[config.mk]
export PLATFORM = sky130hd
export DESIGN_NAME = led_stack_fx
export DESIGN_NICKNAME = d
export VERILOG_FILES = /design/src/rtl/led_stack_fx.sv
export SDC_FILE = /design/constraint.sdc
export NUM_CORES = 1
export LEC_CHECK = 0
export ABC_AREA = 1
export BUFFER_PORTS_ARGS = -buffer_cell sky130_fd_sc_hd__clkbuf_2
export CAP_MARGIN = 30
export CORE_MARGIN = 8
export CORE_UTILIZATION = 32
export DETAILED_ROUTE_END_ITERATION = 10
export PLACE_DENSITY = 0.52
export SYNTH_ARGS = -nofsm -noshare
export SYNTH_HDL_FRONTEND = slang
export SYNTH_SLANG_ARGS = --single-unit
[constraint.sdc]
create_clock -name clk -period 1.83 [get_ports clk]
set_input_delay 0.366 -clock clk [delete_from_list [all_inputs] [get_ports clk]]
set_output_delay 0.366 -clock clk [all_outputs]
set_load 0.005 [all_outputs]
[src/rtl/led_stack_fx.sv]
// LED stacking effect engine: serial bits fall down a WIDTH-bit bar onto a contiguous stack,
// with wrap or bounce (hold, then drain) once full. Define LED_STACK_CYCLE_CNT_EN for cycle_cnt.
module led_stack_fx #(
  parameter int unsigned WIDTH      = 8,
  parameter int unsigned PRESCALE   = 4,
  parameter int unsigned HOLD_STEPS = 3,
  parameter int unsigned REVERSE    = 0
) (
  input  logic             clk,
  input  logic             reset_n,
  input  logic             en,
  input  logic             mode,
  input  logic             s_in,
  output logic [WIDTH-1:0] q_out,
  output logic             step,
`ifdef LED_STACK_CYCLE_CNT_EN
  output logic [7:0]       cycle_cnt,
`endif
  output logic             full
);

  localparam int unsigned PW = (PRESCALE > 1) ? $clog2(PRESCALE) : 1;
  localparam int unsigned HW = $clog2(HOLD_STEPS + 1);
  localparam logic [WIDTH-1:0] TopOnly = {1'b1, {(WIDTH-1){1'b0}}};
  localparam logic [WIDTH-1:0] AllOnes = {WIDTH{1'b1}};

  typedef enum logic [1:0] {StFill, StHold, StDrain} state_e;

  state_e           state_q, state_d;
  logic [PW-1:0]    presc_q, presc_d;
  logic [HW-1:0]    hold_q, hold_d, hold_inc;
  logic [WIDTH-1:0] pat_q, pat_d;
  logic [WIDTH-1:0] stack_mask, fill_next, msb_bit;
  logic             full_q, full_d;
  logic             bar_full, bar_empty, hold_done;

  // Step strobe is combinational so the new pattern lands on the edge closing the strobe cycle.
  assign step = reset_n & en & (presc_q == '0);

  always_comb begin
    presc_d = presc_q;
    if (en) begin
      presc_d = (presc_q == '0) ? PW'(PRESCALE - 1) : presc_q - 1'b1;
    end
  end

  assign bar_full  = (pat_q == AllOnes);
  assign bar_empty = (pat_q == '0);
  assign hold_inc  = hold_q + 1'b1;
  assign hold_done = (32'(hold_inc) >= HOLD_STEPS);

  // stack_mask[i] is set when bits 0..i (logical, bottom up) are all lit.
  always_comb begin
    for (int i = 0; i < WIDTH; i++) begin
      stack_mask[i] = &(pat_q | ~(AllOnes >> (WIDTH - 1 - i)));
    end
  end

  always_comb begin
    msb_bit = '0;
    for (int i = 0; i < WIDTH; i++) begin
      if (pat_q[i]) begin
        msb_bit    = '0;
        msb_bit[i] = 1'b1;
      end
    end
  end

  // Stack stays put; everything above falls one position; s_in enters at the top.
  assign fill_next = (pat_q & stack_mask)
                   | ({1'b0, pat_q[WIDTH-1:1]} & ~stack_mask)
                   | (s_in ? TopOnly : '0);

  always_ff @(posedge clk or negedge reset_n) begin
    if (!reset_n) begin
      state_q <= StFill;
    end else begin
      state_q <= state_d;
    end
  end

  always_comb begin
    state_d = state_q;
    if (step) begin
      unique case (state_q)
        StFill:  if (bar_full && mode) state_d = StHold;
        StHold:  if (hold_done) state_d = StDrain;
        StDrain: if (bar_empty) state_d = StFill;
        default: state_d = StFill;
      endcase
    end
  end

  always_comb begin
    pat_d  = pat_q;
    hold_d = hold_q;
    full_d = 1'b0;
    if (step) begin
      unique case (state_q)
        StFill: begin
          if (bar_full) begin
            if (mode) hold_d = HW'(1);
            else      pat_d  = TopOnly;
          end else begin
            pat_d  = fill_next;
            full_d = (fill_next == AllOnes);
          end
        end
        StHold:  hold_d = hold_inc;
        StDrain: pat_d  = bar_empty ? TopOnly : (pat_q & ~msb_bit);
        default: pat_d  = TopOnly;
      endcase
    end
  end

  always_ff @(posedge clk or negedge reset_n) begin
    if (!reset_n) begin
      presc_q <= PW'(PRESCALE - 1);
      hold_q  <= '0;
      pat_q   <= TopOnly;
      full_q  <= 1'b0;
    end else begin
      presc_q <= presc_d;
      hold_q  <= hold_d;
      pat_q   <= pat_d;
      full_q  <= full_d;
    end
  end

  assign full = full_q;

  always_comb begin
    for (int i = 0; i < WIDTH; i++) begin
      q_out[i] = (REVERSE != 0) ? pat_q[WIDTH-1-i] : pat_q[i];
    end
  end

`ifdef LED_STACK_CYCLE_CNT_EN
  logic [7:0] cycle_q;

  always_ff @(posedge clk or negedge reset_n) begin
    if (!reset_n) begin
      cycle_q <= 8'd0;
    end else if (full_d) begin
      cycle_q <= cycle_q + 8'd1;
    end
  end

  assign cycle_cnt = cycle_q;
`endif

endmodule

==> flow_results.org, run 1 <==
** Status
- Status :: completed

** Clock network
- Clock root buffer master :: sky130_fd_sc_hd__clkbuf_4
- Number of sinks handled by clock tree synthesis :: 15
- Clock-pin slew was measured on the worst setup and hold paths at 90 ps.
- Number of buffers inserted by hold repair at cts :: 0
- CTS built an H-tree with a depth of 1.
- Clock insertion delay at the later pin of the skew report :: 290 ps
- TritonCTS built the clock tree.
- Counting along the longest clock path gives a buffer depth of 2.
- Total CTS buffers :: 3

** Critical path
- The worst register-to-register path ends at q_out[0]$_DFFE_PN0P_.
- The worst register-to-register path has a depth of 9.
- Crit path required time :: 1460 ps
- In this run the critical register-to-register path is launched from presc_q[0]$_DFFE_PN1P_.
- STA classifies the critical path startpoint as a flop.
- Critical path data arrival time :: 1360 ps
- The critical path ends at step.
- The critical path in this run is classified as flop to primary output.
- Critical path capture point type :: primary output
- The most critical setup path has its startpoint at presc_q[0]$_DFFE_PN1P_.
- Critical-path maximum fanout :: 4
- FF-to-FF setup slack :: 340 ps

** Hold path
- Worst hold path type :: input port to asynchronous set/reset pin

** Placed design
- Count of port buffers added during placement :: 14
- Area of placed instances :: 1096 sq um
- Placed Cells incl. Taps :: 190
- Detailed placement ended at an HPWL of 1763 um.
- Gpl congestion :: 0.8594

** Die
- Initial Util :: 0.3282
- In this run the horizontal extent of the chip is 71.26 um.
- The total area inside the core boundary comes to 2978 sq um.
- Number of standard-cell rows in the floorplan :: 20
- In this run the count of I/O pins placed on the die edge is 15.
- The floorplan step set the die height to 71.26 um.
- Area of the die :: 5078 sq um

** Routing
- Wire per inst :: 11.61 um
- Summed over all layers, the routed wires come to 2253 um.
- Count of nets left with antenna violations after detail routing :: 0
- The final route contains 930 vias.
- Detailed-router iteration count before antenna repair :: 5
- Remaining design rule violation count :: 0
- After detailed routing, the number of vias per cell comes to 4.794.
- For this block, the initial DRC count from the detailed router was 98.

** Power and ir drop
- Peak supply drop :: 268.1 uV
- Overall power consumption after layout is estimated at 1.228 mW.
- For this design the static power due to leakage is 0.6177 nW.
- For this design the ratio of total power to cell area is 1089 nW/um^2.

** Cells and area
- Summing all multi-input logic gate instances after layout gives 531.8 sq um.
- In the final layout, flip-flops and latches occupy 379.1 sq um.
- Ant. Diodes :: 0
- Summing all non-filler instances in the final layout gives an area of 1127 sq um.
- At the end of the flow, the number of nets in the layout was 169.
- Layout overhead on the synthesized area :: 15.36%
- Final cell count without fillers :: 194
- Of the cells placed in the final design, the portion with a size suffix greater than 1 is 0.1988.
- The filler cells instantiated in the layout total 313.

** Yosys
- Number of warning messages in the yosys log :: 0
- Synth Register Bits :: 15
- Summing every instance area after synthesis gives 977.2 sq um.
- Number of enable-type register cells in the synthesized netlist :: 0
- When the netlist entered floorplanning its net count stood at 149.
- Mean instance size in the synthesized netlist :: 6.882 sq um
- The share of synthesized area in the top cell type comes to 0.3073.
- Post-synthesis cell type count :: 22
- Sequential cell area fraction in the yosys report :: 0.3880
- The biggest area contributor in the post-synthesis netlist is sky130_fd_sc_hd__dfrtp_1.
- By count the netlist is led by sky130_fd_sc_hd__nand2_1, sky130_fd_sc_hd__inv_1, sky130_fd_sc_hd__dfrtp_1, sky130_fd_sc_hd__nand3_1, sky130_fd_sc_hd__nor2_1.
- Share of flip-flops with an asynchronous set or reset :: 1.000
- In the post-synthesis netlist, the cell with the most instances is sky130_fd_sc_hd__nand2_1.
- Number of instances in the synthesized netlist :: 142
- The most used flip-flop cell after synthesis is sky130_fd_sc_hd__dfrtp_1.
- Sorting the synthesized cells by area gives the leading types as sky130_fd_sc_hd__dfrtp_1, sky130_fd_sc_hd__nand2_1, sky130_fd_sc_hd__dfstp_2.

** Global route
- Global routing finished with a remaining overflow of 0.
- The initial antenna violation count was 0.
- In the global route stage, overall resource usage came out at 0.09305.
- First-pass GRT wire length :: 3870 um
- Entering global routing, the biggest net connects 16 pins.
- The via count of the first global-routing pass came to 904.

** STA
- Final-report hold violation count :: 0
- The clock period could shrink to 1728 ps.
- Post-route setup TNS :: 0 ps
- Setup repair after global routing left no endpoint under its margin.
- Final setup fails :: 0
- Final-report max-slew violation count :: 0
- Hold timing on the final database bottoms out at a slack of 41.00 ps.
- The clock arrives with 2.040 ps of skew.
- Of the available clock period, the critical path in the final layout requires 0.9445.
- Slew at the pin closest to its max-slew limit :: 329.9 ps
- Max Fclk :: 0.5786 GHz
- Slew HR :: 0.7798

** Run
- # Max-Cap Violations :: 0
## registers in the layout (all words and copies together), names as in the netlist
register / flops
full: 1
hold_q: 2
presc_q: 2
q_out: 8
state_q: 2
## through the flow
step                setup slack (ps)  utilization
global route                   12.83       0.3786
floorplan                      484.0            -
detailed placement             335.5       0.3681
CTS                            49.29       0.3769
global placement               368.2       0.3681
finish                         101.6       0.3786
## per-layer routing
layer,vias up,wire length (um),GRT usage
met5,-,0,0
met4,0,39,0.04157
met3,5,137,0.02510
met2,27,1036,0.1633
met1,410,1040,0.1018
li1,488,-,-
## critical path, stage by stage (launching register included)
cell                       delay (ps)
sky130_fd_sc_hd__dfstp_2          520
sky130_fd_sc_hd__inv_1             50
sky130_fd_sc_hd__ha_1             210
sky130_fd_sc_hd__nand3_2           90
sky130_fd_sc_hd__inv_1             80
sky130_fd_sc_hd__clkbuf_2         120
## worst min-delay path by stage
stage	from	cells after the start	endpoint	slack, ps
after floorplan	reset_n	0	full$_DFF_PN0_	70
after global routing	reset_n	2	q_out[3]$_DFFE_PN0P_	50
final	reset_n	2	q_out[3]$_DFFE_PN0P_	40
after CTS	reset_n	2	q_out[3]$_DFFE_PN0P_	30
after global placement	reset_n	2	q_out[0]$_DFFE_PN0P_	350
after detailed placement	reset_n	2	q_out[1]$_DFFE_PN0P_	350
## cell type report
cell class / count / area share
flip-flops and latches: 15 / 0.3363
multi-input cells: 108 / 0.4717
repair buffers: 15 / 0.06881
inverters: 19 / 0.06326
clock buffers: 4 / 0.02331
well taps: 33 / 0.03663
## what timing repair did
| item | 4_1_cts | 5_1_grt |
|---|---|---|
| setup endpoints to repair | 0 | 1 |
| setup buffers | 0 | 0 |
| resized for setup | 0 | 1 |
## layout by cell type (no fill, tap or decap)
cell type / Yosys / routed
sky130_fd_sc_hd__nand2_1: 55 / 55
sky130_fd_sc_hd__inv_1: 18 / 18
sky130_fd_sc_hd__clkbuf_2: 0 / 14
sky130_fd_sc_hd__dfrtp_1: 12 / 12
sky130_fd_sc_hd__nor2_1: 11 / 11
sky130_fd_sc_hd__nand3_1: 12 / 11
sky130_fd_sc_hd__o21ai_0: 5 / 5
sky130_fd_sc_hd__nand4_1: 4 / 4
sky130_fd_sc_hd__o21ai_1: 4 / 4
sky130_fd_sc_hd__nor2_4: 3 / 3
sky130_fd_sc_hd__clkbuf_4: 0 / 3
sky130_fd_sc_hd__dfstp_2: 3 / 3
sky130_fd_sc_hd__nor2_2: 2 / 2
sky130_fd_sc_hd__or2_2: 2 / 2
sky130_fd_sc_hd__ha_1: 2 / 2
sky130_fd_sc_hd__nand3_2: 0 / 1
sky130_fd_sc_hd__nand2_2: 1 / 1
sky130_fd_sc_hd__a21boi_0: 1 / 1
sky130_fd_sc_hd__a211oi_1: 1 / 1
sky130_fd_sc_hd__a21o_1: 1 / 1
sky130_fd_sc_hd__nand3_4: 1 / 1
sky130_fd_sc_hd__a21oi_1: 1 / 1
sky130_fd_sc_hd__nand3b_1: 1 / 1
sky130_fd_sc_hd__inv_2: 1 / 1
sky130_fd_sc_hd__and3_1: 1 / 1
sky130_fd_sc_hd__clkbuf_1: 0 / 1
sky130_fd_sc_hd__buf_4: 0 / 1
## power by group
group / leakage, nW / internal, mW / switching [mW]
sequential: 0.194 / 0.447 / 0.124
combinational: 0.409 / 0.185 / 0.274
clock: 0.0150 / 0.0847 / 0.114
## cells by family (layout without fill, tap and decap cells)
kind of cell    Yosys count  after routing  synth area share
compound gates           13             13           0.07426
simple gates             93             93            0.4392
fa+ha+maj                 2              2           0.02560
flops                    15             15            0.3880
buf+inv                  19             38           0.07297
(Power assumes the default switching activity.)
==> run 2, diff against run 1 <==
- clock period: 1.83 -> 1.6 ns (I/O delays scaled with it)
==> run 2 against run 1 <==
Non-clock buffer count increased by 5. Flip-flop and latch count unchanged. Register-to-register slack got worse by 200 ps. Global-route usage increased by 0.38 points. Power increased by 20%. Largest cell class unchanged.
==> flow_results.org, run 2 (same netlist as run 1, synthesis figures left out) <==
** Routing
- The number of vias in the routed layout is 942 (+1.3%).
- The per-cell routed wire length is 11.57 um (-0.42%).
- The total length of routed wires is 2313 um (+2.7%).
- The number of routed nets with antenna violations is 0 (unchanged).
- Detailed-router iteration count before antenna repair :: 4 (-1)
- Ratio of routed vias to standard cells :: 4.710 (-1.7%)
- Number of DRC markers after the initial detailed-route iteration :: 51 (-48%)
- The post-detailed-route DRC marker count was 0 (unchanged).

** Global route
- Via count of the first global-routing pass :: 933 (+3.2%)
- The initial antenna violation count was 0 (unchanged).
- Grt total ovfl :: 0 (unchanged)
- Largest net degree at the start of global routing :: 16 (unchanged)
- The global-route wire length before repair was 3988 um (+3.0%).
- The global-route usage over all layers is 0.09680 (+0.003752).

** STA
- The final hold violation count was 0 (unchanged).
- Setup repair after global routing missed its margin :: true
- Final setup fails :: 0 (unchanged)
- Max Fclk :: 0.6378 GHz
- Worst-case clock skew :: 3.125 ps (+1.085 ps)
- Dividing the final minimum period by the clock period gives 0.9800.
- Slew HR :: 0.7632 (-0.01661)
- The slew at the pin with the worst max-slew slack is 352.8 ps (+22.90 ps).
- Min cycle time layout :: 1568 ps
- The smallest hold slack came to 253.3 ps (+212.3 ps).
- Final-report max-slew violation count :: 0 (unchanged)

** Die
- The floorplan die area is 5078 sq um (unchanged).
- Total I/O pin count :: 15 (unchanged)
- Core ar. :: 2978 sq um (unchanged)
- The horizontal extent of the die is 71.26 um (unchanged).
- The cell row count was 20 (unchanged).
- Height of the chip :: 71.26 um (unchanged)
- The initial core utilization was 0.3282 (unchanged).

** Hold path
- The worst hold path belongs to the class input port to flop.

** Critical path
- Traced cell by cell, the critical path runs through inv_2, ha_4, nand3_4, inv_2, clkbuf_2.
- On the critical path, the stage with the largest delay is an instance of sky130_fd_sc_hd__dfstp_2.
- Critical path data arrival time :: 1250 ps (-110 ps)
- CP startpoint kind :: flop
- The data required time of the critical path was 1280 ps (-180 ps).
- Critical-path maximum fanout :: 3 (-1)
- Critical path capture point type :: primary output
- Family with the most delay on the worst path :: flip-flops
- The count of buffer and inverter cells on the critical path came to 3 (unchanged).
- Most common cell on crit path :: sky130_fd_sc_hd__inv_2
- Slowest stage delay, CP :: 540 ps (+20 ps)
- Setup Crit Path Kind :: flop to primary output

** Clock network
- Clock insertion delay at the later pin of the skew report :: 290 ps (about the same)
- The count of H-tree levels built during CTS was 1 (unchanged).
- Number of buffers on the longest clock path :: 2 (unchanged)
- The TritonCTS sink count is 15 (unchanged).
- The clock slew at the register clock pins of the worst setup and hold paths is 90 ps (about the same).
- Clock root buffer master :: sky130_fd_sc_hd__clkbuf_4
- TritonCTS clock tree :: built
- Total CTS buffers :: 3 (unchanged)

** Cells and area
- In the layout the commonest cells are sky130_fd_sc_hd__nand2_1, sky130_fd_sc_hd__inv_1, sky130_fd_sc_hd__clkbuf_2.
- The number of flip-flops under the largest register name is 8 (unchanged).
- The share of final-layout standard cells stronger than drive strength 1 is 0.2575 (+0.05873).
- Ant. Diodes :: 0 (unchanged)
- Utilization of the core after routing :: 0.4059 (+0.02731)
- Compared with the post-synthesis result, the final layout area differs by 23.69%.
- Most frequent standard cell in the layout excluding fill and tap cells :: sky130_fd_sc_hd__nand2_1
- Number of nets in the layout :: 175 (+3.6%)

** Placed design
- The number of port buffers came to 14 (unchanged).
- The final HPWL from detailed placement is 1754 um (-0.54%).
- The weighted congestion at the end of routability-driven global placement came to 0.8196 (-4.6%).

** Run
- # Max-Cap Violations :: 0 (unchanged)

** Power and ir drop
- The overall power was 1.476 mW (+20%).
- Leakage power figure :: 0.6395 nW (+3.5%)
- The maximum resistive drop on vdd came to 274.8 uV (+2.5%).
- The power per unit of standard cell area was 1221 nW/um^2 (+12%).

** Status
- The flow ran to the end, and the final reports show no timing, DRC or antenna violations.
-- run 2: what timing repair did --
item / CTS / global route
hold buffers: 1 / 0
gates cloned: 0 / 1
hold endpoints to repair: 6 / 0
pin swaps: 2 / 4
endpoints found under the setup margin: 1 / 12
resized for setup: 4 / 6
setup buffers: 2 / 0
-- run 2: stage by stage --
stage | std cells | setup slack, ps | setup TNS, ps | instance area (sq um)
3_3_place_gp | 193 | 178.0 | 0 | 1119
3_5_place_dp | 193 | 121.2 | 0 | 1119
2_1_floorplan | 142 | 254.0 | 0 | 977.2
6_report | 200 | 32.07 | 0 | 1209
5_1_grt | 200 | -31.15 | -31.15 | 1209
4_1_cts | 200 | 12.98 | 0 | 1177
-- run 2: path summary, 6_finish.rpt --
kind	to	depth (start not counted)	startpoint	slack [ps]
max	step	5	presc_q[0]$_DFFE_PN1P_	30
min in group asynchronous	q_out[3]$_DFFE_PN0P_	2	reset_n	520
max in group asynchronous	q_out[7]$_DFFE_PN1P_	2	reset_n	830
min	presc_q[1]$_DFFE_PN1P_	2	en	250
min reg2reg	hold_q[0]$_DFFE_PN0P_	2	hold_q[0]$_DFFE_PN0P_	500
max reg2reg	q_out[2]$_DFFE_PN0P_	9	presc_q[0]$_DFFE_PN1P_	140
-- run 2: worst register-to-register path, stage by stage, from the launching register on --
cell and delay (ps):
sky130_fd_sc_hd__dfstp_2 540, sky130_fd_sc_hd__inv_2 50, sky130_fd_sc_hd__ha_4 160, sky130_fd_sc_hd__nand3_4 60
sky130_fd_sc_hd__inv_2 40, sky130_fd_sc_hd__buf_4 130, sky130_fd_sc_hd__nand2_1 140, sky130_fd_sc_hd__nor2_2 90
sky130_fd_sc_hd__nand2_1 70, sky130_fd_sc_hd__o21ai_1 60
-- run 2: cell type report --
cell class	instances	area (sq um)
Inverter	19	71.32
Timing Repair Buffer	20	120.1
Multi-Input combinational cell	109	570.5
Tap cell	33	41.29
Sequential cell	15	379.1
Clock buffer	4	26.28
Fill cell	312	1769
-- run 2: routing by layer --
layer  part of all wire  up-vias  GRT usage
li1                   -      498          -
met1               0.46      425     0.1107
met2               0.48       13     0.1643
met3              0.042        6    0.02650
met4              0.017        0    0.04157
met5                  0        -          0
-- run 2: power by group --
part	switching, mW	internal, mW
Combinational	0.334	0.264
Sequential	0.139	0.512
Clock	0.130	0.0970
==> run 3, diff against run 2 <==
- CELL_PAD_IN_SITES_DETAIL_PLACEMENT: unset -> 0
- CELL_PAD_IN_SITES_GLOBAL_PLACEMENT: unset -> 1
- PLACE_DENSITY: 0.52 -> 0.67
- clock period: 1.6 -> 1.9 ns (I/O delays scaled with it)
==> run 3 against run 2 <==
Sequential share of layout area is 2.4 points higher. Critical path depth unchanged. Cell count is 3.0% lower. Global-route usage increased by 0.34 points. Non-clock buffer count is 5 lower. First-iteration DRC count shrank 12%. Worst hold slack worse by 210 ps. Routed wire length fell by 2.9%. Critical path type unchanged. Critical endpoint unchanged. Highest routed layer unchanged.
==> flow_results.org, run 3 (same netlist as run 1, synthesis figures left out) <==
** Status
- The flow ran to the end, and the final reports show no timing, DRC or antenna violations.

** Cells and area
- Fraction of final layout cells with drive strength greater than 1 :: 0.1925 (-0.06494)
- In the layout the commonest cells are sky130_fd_sc_hd__nand2_1, sky130_fd_sc_hd__inv_1, sky130_fd_sc_hd__clkbuf_2.
- Most frequent standard cell in the layout excluding fill and tap cells :: sky130_fd_sc_hd__nand2_1
- Ant. Diodes :: 0 (unchanged)
- Final cell count without fillers :: 194 (-3.0%)
- Compared with the post-synthesis result, the final layout area differs by 14.85%.
- Max FFs per register :: 8 (unchanged)
- The number of nets at the end of the flow came to 169 (-3.4%).
- The fraction of the core area covered by cells at the end of the flow is 0.3769 (-0.02899).

** Clock network
- Clock edge transition at the registers on the reported setup and hold paths :: 90 ps (about the same)
- The setup fix buffers added after clock tree synthesis was 0 (-2).
- TritonCTS clock tree :: built
- Number of buffers inserted by hold repair at cts :: 0 (-1)
- Number of sinks handled by clock tree synthesis :: 15 (unchanged)
- Clock root buffer master :: sky130_fd_sc_hd__clkbuf_4
- Count of H-tree levels built during CTS :: 1 (unchanged)
- The CTS buffer count came to 3 (unchanged).
- The quantity of gates resized following cts was 0 (-4).
- The clock network latency to the later pin of the worst-skew pair came to 280 ps (about the same).
- Number of buffers on the longest clock path :: 2 (unchanged)

** Power and ir drop
- Peak supply drop :: 537.5 uV (+96%)
- The internal power contribution is 689.4 uW (-21%).
- Proportion of power drawn by flip-flops and latches :: 0.466 (+0.025)
- Fraction of power consumed by the clock network :: 0.160 (+0.006)
- Net Sw Power :: 476.2 uW (-21%)
- Cell Pwr Density :: 1039 nW/um^2 (-15%)
- The switching power as a share of total power came to 0.4086 (about the same).
- The leakage dissipation came to 0.6172 nW (-3.5%).
- The combinational share of power was 0.374 (-0.031).

** Routing
- The starting DRC count in detailed routing was 45 (-12%).
- The number of vias in the routed layout came to 894 (-5.1%).
- The total length of routed wires is 2245 um (-2.9%).
- Detailed-router iteration count before antenna repair :: 4 (unchanged)
- The post-detailed-route DRC marker count came to 0 (unchanged).
- The detailed-route vias per instance came to 4.608 (-2.2%).
- The number of routed nets with antenna violations was 0 (unchanged).
- The per-cell routed wire length was 11.57 um (about the same).

** Hold path
- The tightest min-delay check is of the input port to asynchronous set/reset pin type.

** Critical path
- The worst setup path is captured at a primary output.
- Crit path required time :: 1520 ps (+240 ps)
- The critical path is of the flop to primary output type.
- CP startpoint kind :: flop
- The worst endpoint data arrival time was 1400 ps (+150 ps).
- Critical-path maximum fanout :: 4 (+1)

** STA
- The slew at the pin with the worst max-slew slack is 334.0 ps (-18.79 ps).
- The final total negative setup slack came to 0 ps (unchanged).
- Max Fclk :: 0.5614 GHz
- The worst max-slew margin expressed relative to the limit was 0.7771 (+0.01386).
- Period utilisation layout :: 0.9375
- The worst clock skew is 3.224 ps (+0.09917 ps).
- Final-report hold violation count :: 0 (unchanged)
- Min cycle time layout :: 1781 ps
- Final-report max-slew violation count :: 0 (unchanged)
- Setup repair after global routing missed its margin :: false
- Setup slack after layout :: 118.7 ps (+86.62 ps)
- The total of endpoints with negative setup slack in the final report is 0 (unchanged).

** Die
- The initial core utilization was 0.3282 (unchanged).
- Core ar. :: 2978 sq um (unchanged)
- The floorplan die area is 5078 sq um (unchanged).
- The horizontal extent of the die came to 71.26 um (unchanged).
- Height of the chip :: 71.26 um (unchanged)
- The count of boundary I/O pins was 15 (unchanged).
- Number of standard-cell rows in the floorplan :: 20 (unchanged)

** Placed design
- The final HPWL from detailed placement was 1779 um (+1.4%).
- Placed Cells incl. Taps :: 190 (-1.6%)
- Gpl congestion :: 0.7954 (-3.0%)
- Count of port buffers added during placement :: 14 (unchanged)
- Setup Slack @ Placement :: 384.7 ps (+263.5 ps)

** Run
- # Max-Cap Violations :: 0 (unchanged)

** Global route
- Overall routing resource usage :: 0.1002 (+0.003372)
- First-pass GRT wire length :: 4126 um (+3.5%)
- The global-route congestion overflow total came to 0 (unchanged).
- The via count of the first global-routing pass is 918 (-1.6%).
- Largest net degree at the start of global routing :: 16 (unchanged)
- Initial antenna violation count :: 0 (unchanged)
==> run 3: changes by cell type in the layout (fill, tap and decap cells not counted), sizes merged <==
cell         before  now
buf               6    1
clkbuf           17   18
dlygate4sd3       1    0
nor2             17   16
==> run 3: path summary, 6_finish.rpt <==
path	start	end	slack, ps	cells after the start
setup / recovery	presc_q[0]$_DFFE_PN1P_	step	120	5
hold / removal	reset_n	state_q[0]$_DFFE_PN0P_	40	2
setup reg to reg	presc_q[0]$_DFFE_PN1P_	q_out[0]$_DFFE_PN0P_	390	9
hold reg to reg	presc_q[1]$_DFFE_PN1P_	presc_q[1]$_DFFE_PN1P_	500	2
max in group asynchronous	reset_n	presc_q[1]$_DFFE_PN1P_	1610	2
min in group clk	en	presc_q[1]$_DFFE_PN1P_	290	2
==> run 3: layer usage <==
layer / vias to the layer above / track usage / share of wire
met4: 0 / 0.04850 / 0.0085
met2: 8 / 0.1531 / 0.44
met3: 2 / 0.02371 / 0.042
met5: - / 0 / 0
li1: 488 / - / -
met1: 396 / 0.1286 / 0.51
==> run 3: power by group through the flow <==
| stage | combinational, mW | sequential, mW | clock [mW] |
|---|---|---|---|
| 2_1_floorplan | 0.285 | 0.538 | 0 |
| 3_3_place_gp | 0.448 | 0.551 | 0 |
| 3_5_place_dp | 0.444 | 0.552 | 0 |
| 4_1_cts | 0.446 | 0.546 | 0.200 |
| 5_1_grt | 0.512 | 0.571 | 0.211 |
| 6_report | 0.436 | 0.543 | 0.187 |
==> run 3: worst max-delay path, cell delays in order, from the launching register on <==
cell	delay (ps)
sky130_fd_sc_hd__dfstp_2	520
sky130_fd_sc_hd__inv_1	50
sky130_fd_sc_hd__ha_1	200
sky130_fd_sc_hd__nand3_1	130
sky130_fd_sc_hd__inv_1	100
sky130_fd_sc_hd__clkbuf_2	120
==> run 3: layout make-up <==
| cell class | count | area (sq um) |
|---|---|---|
| inverter | 19 | 71.32 |
| clock buffer | 4 | 26.28 |
| tap | 33 | 41.29 |
| fill | 338 | 1856 |
| multi-input combinational | 108 | 526.8 |
| timing repair buffer | 15 | 77.57 |
| sequential | 15 | 379.1 |
==> run 3: metrics by stage <==
step	hold slack [ps]	instance area, sq um	power [mW]
3_5_place_dp	366.5	1096	0.9959
6_report	44.22	1122	1.166
2_1_floorplan	84.41	977.2	0.8231
3_3_place_gp	373.4	1096	0.9997
4_1_cts	44.04	1122	1.192
5_1_grt	51.81	1122	1.294
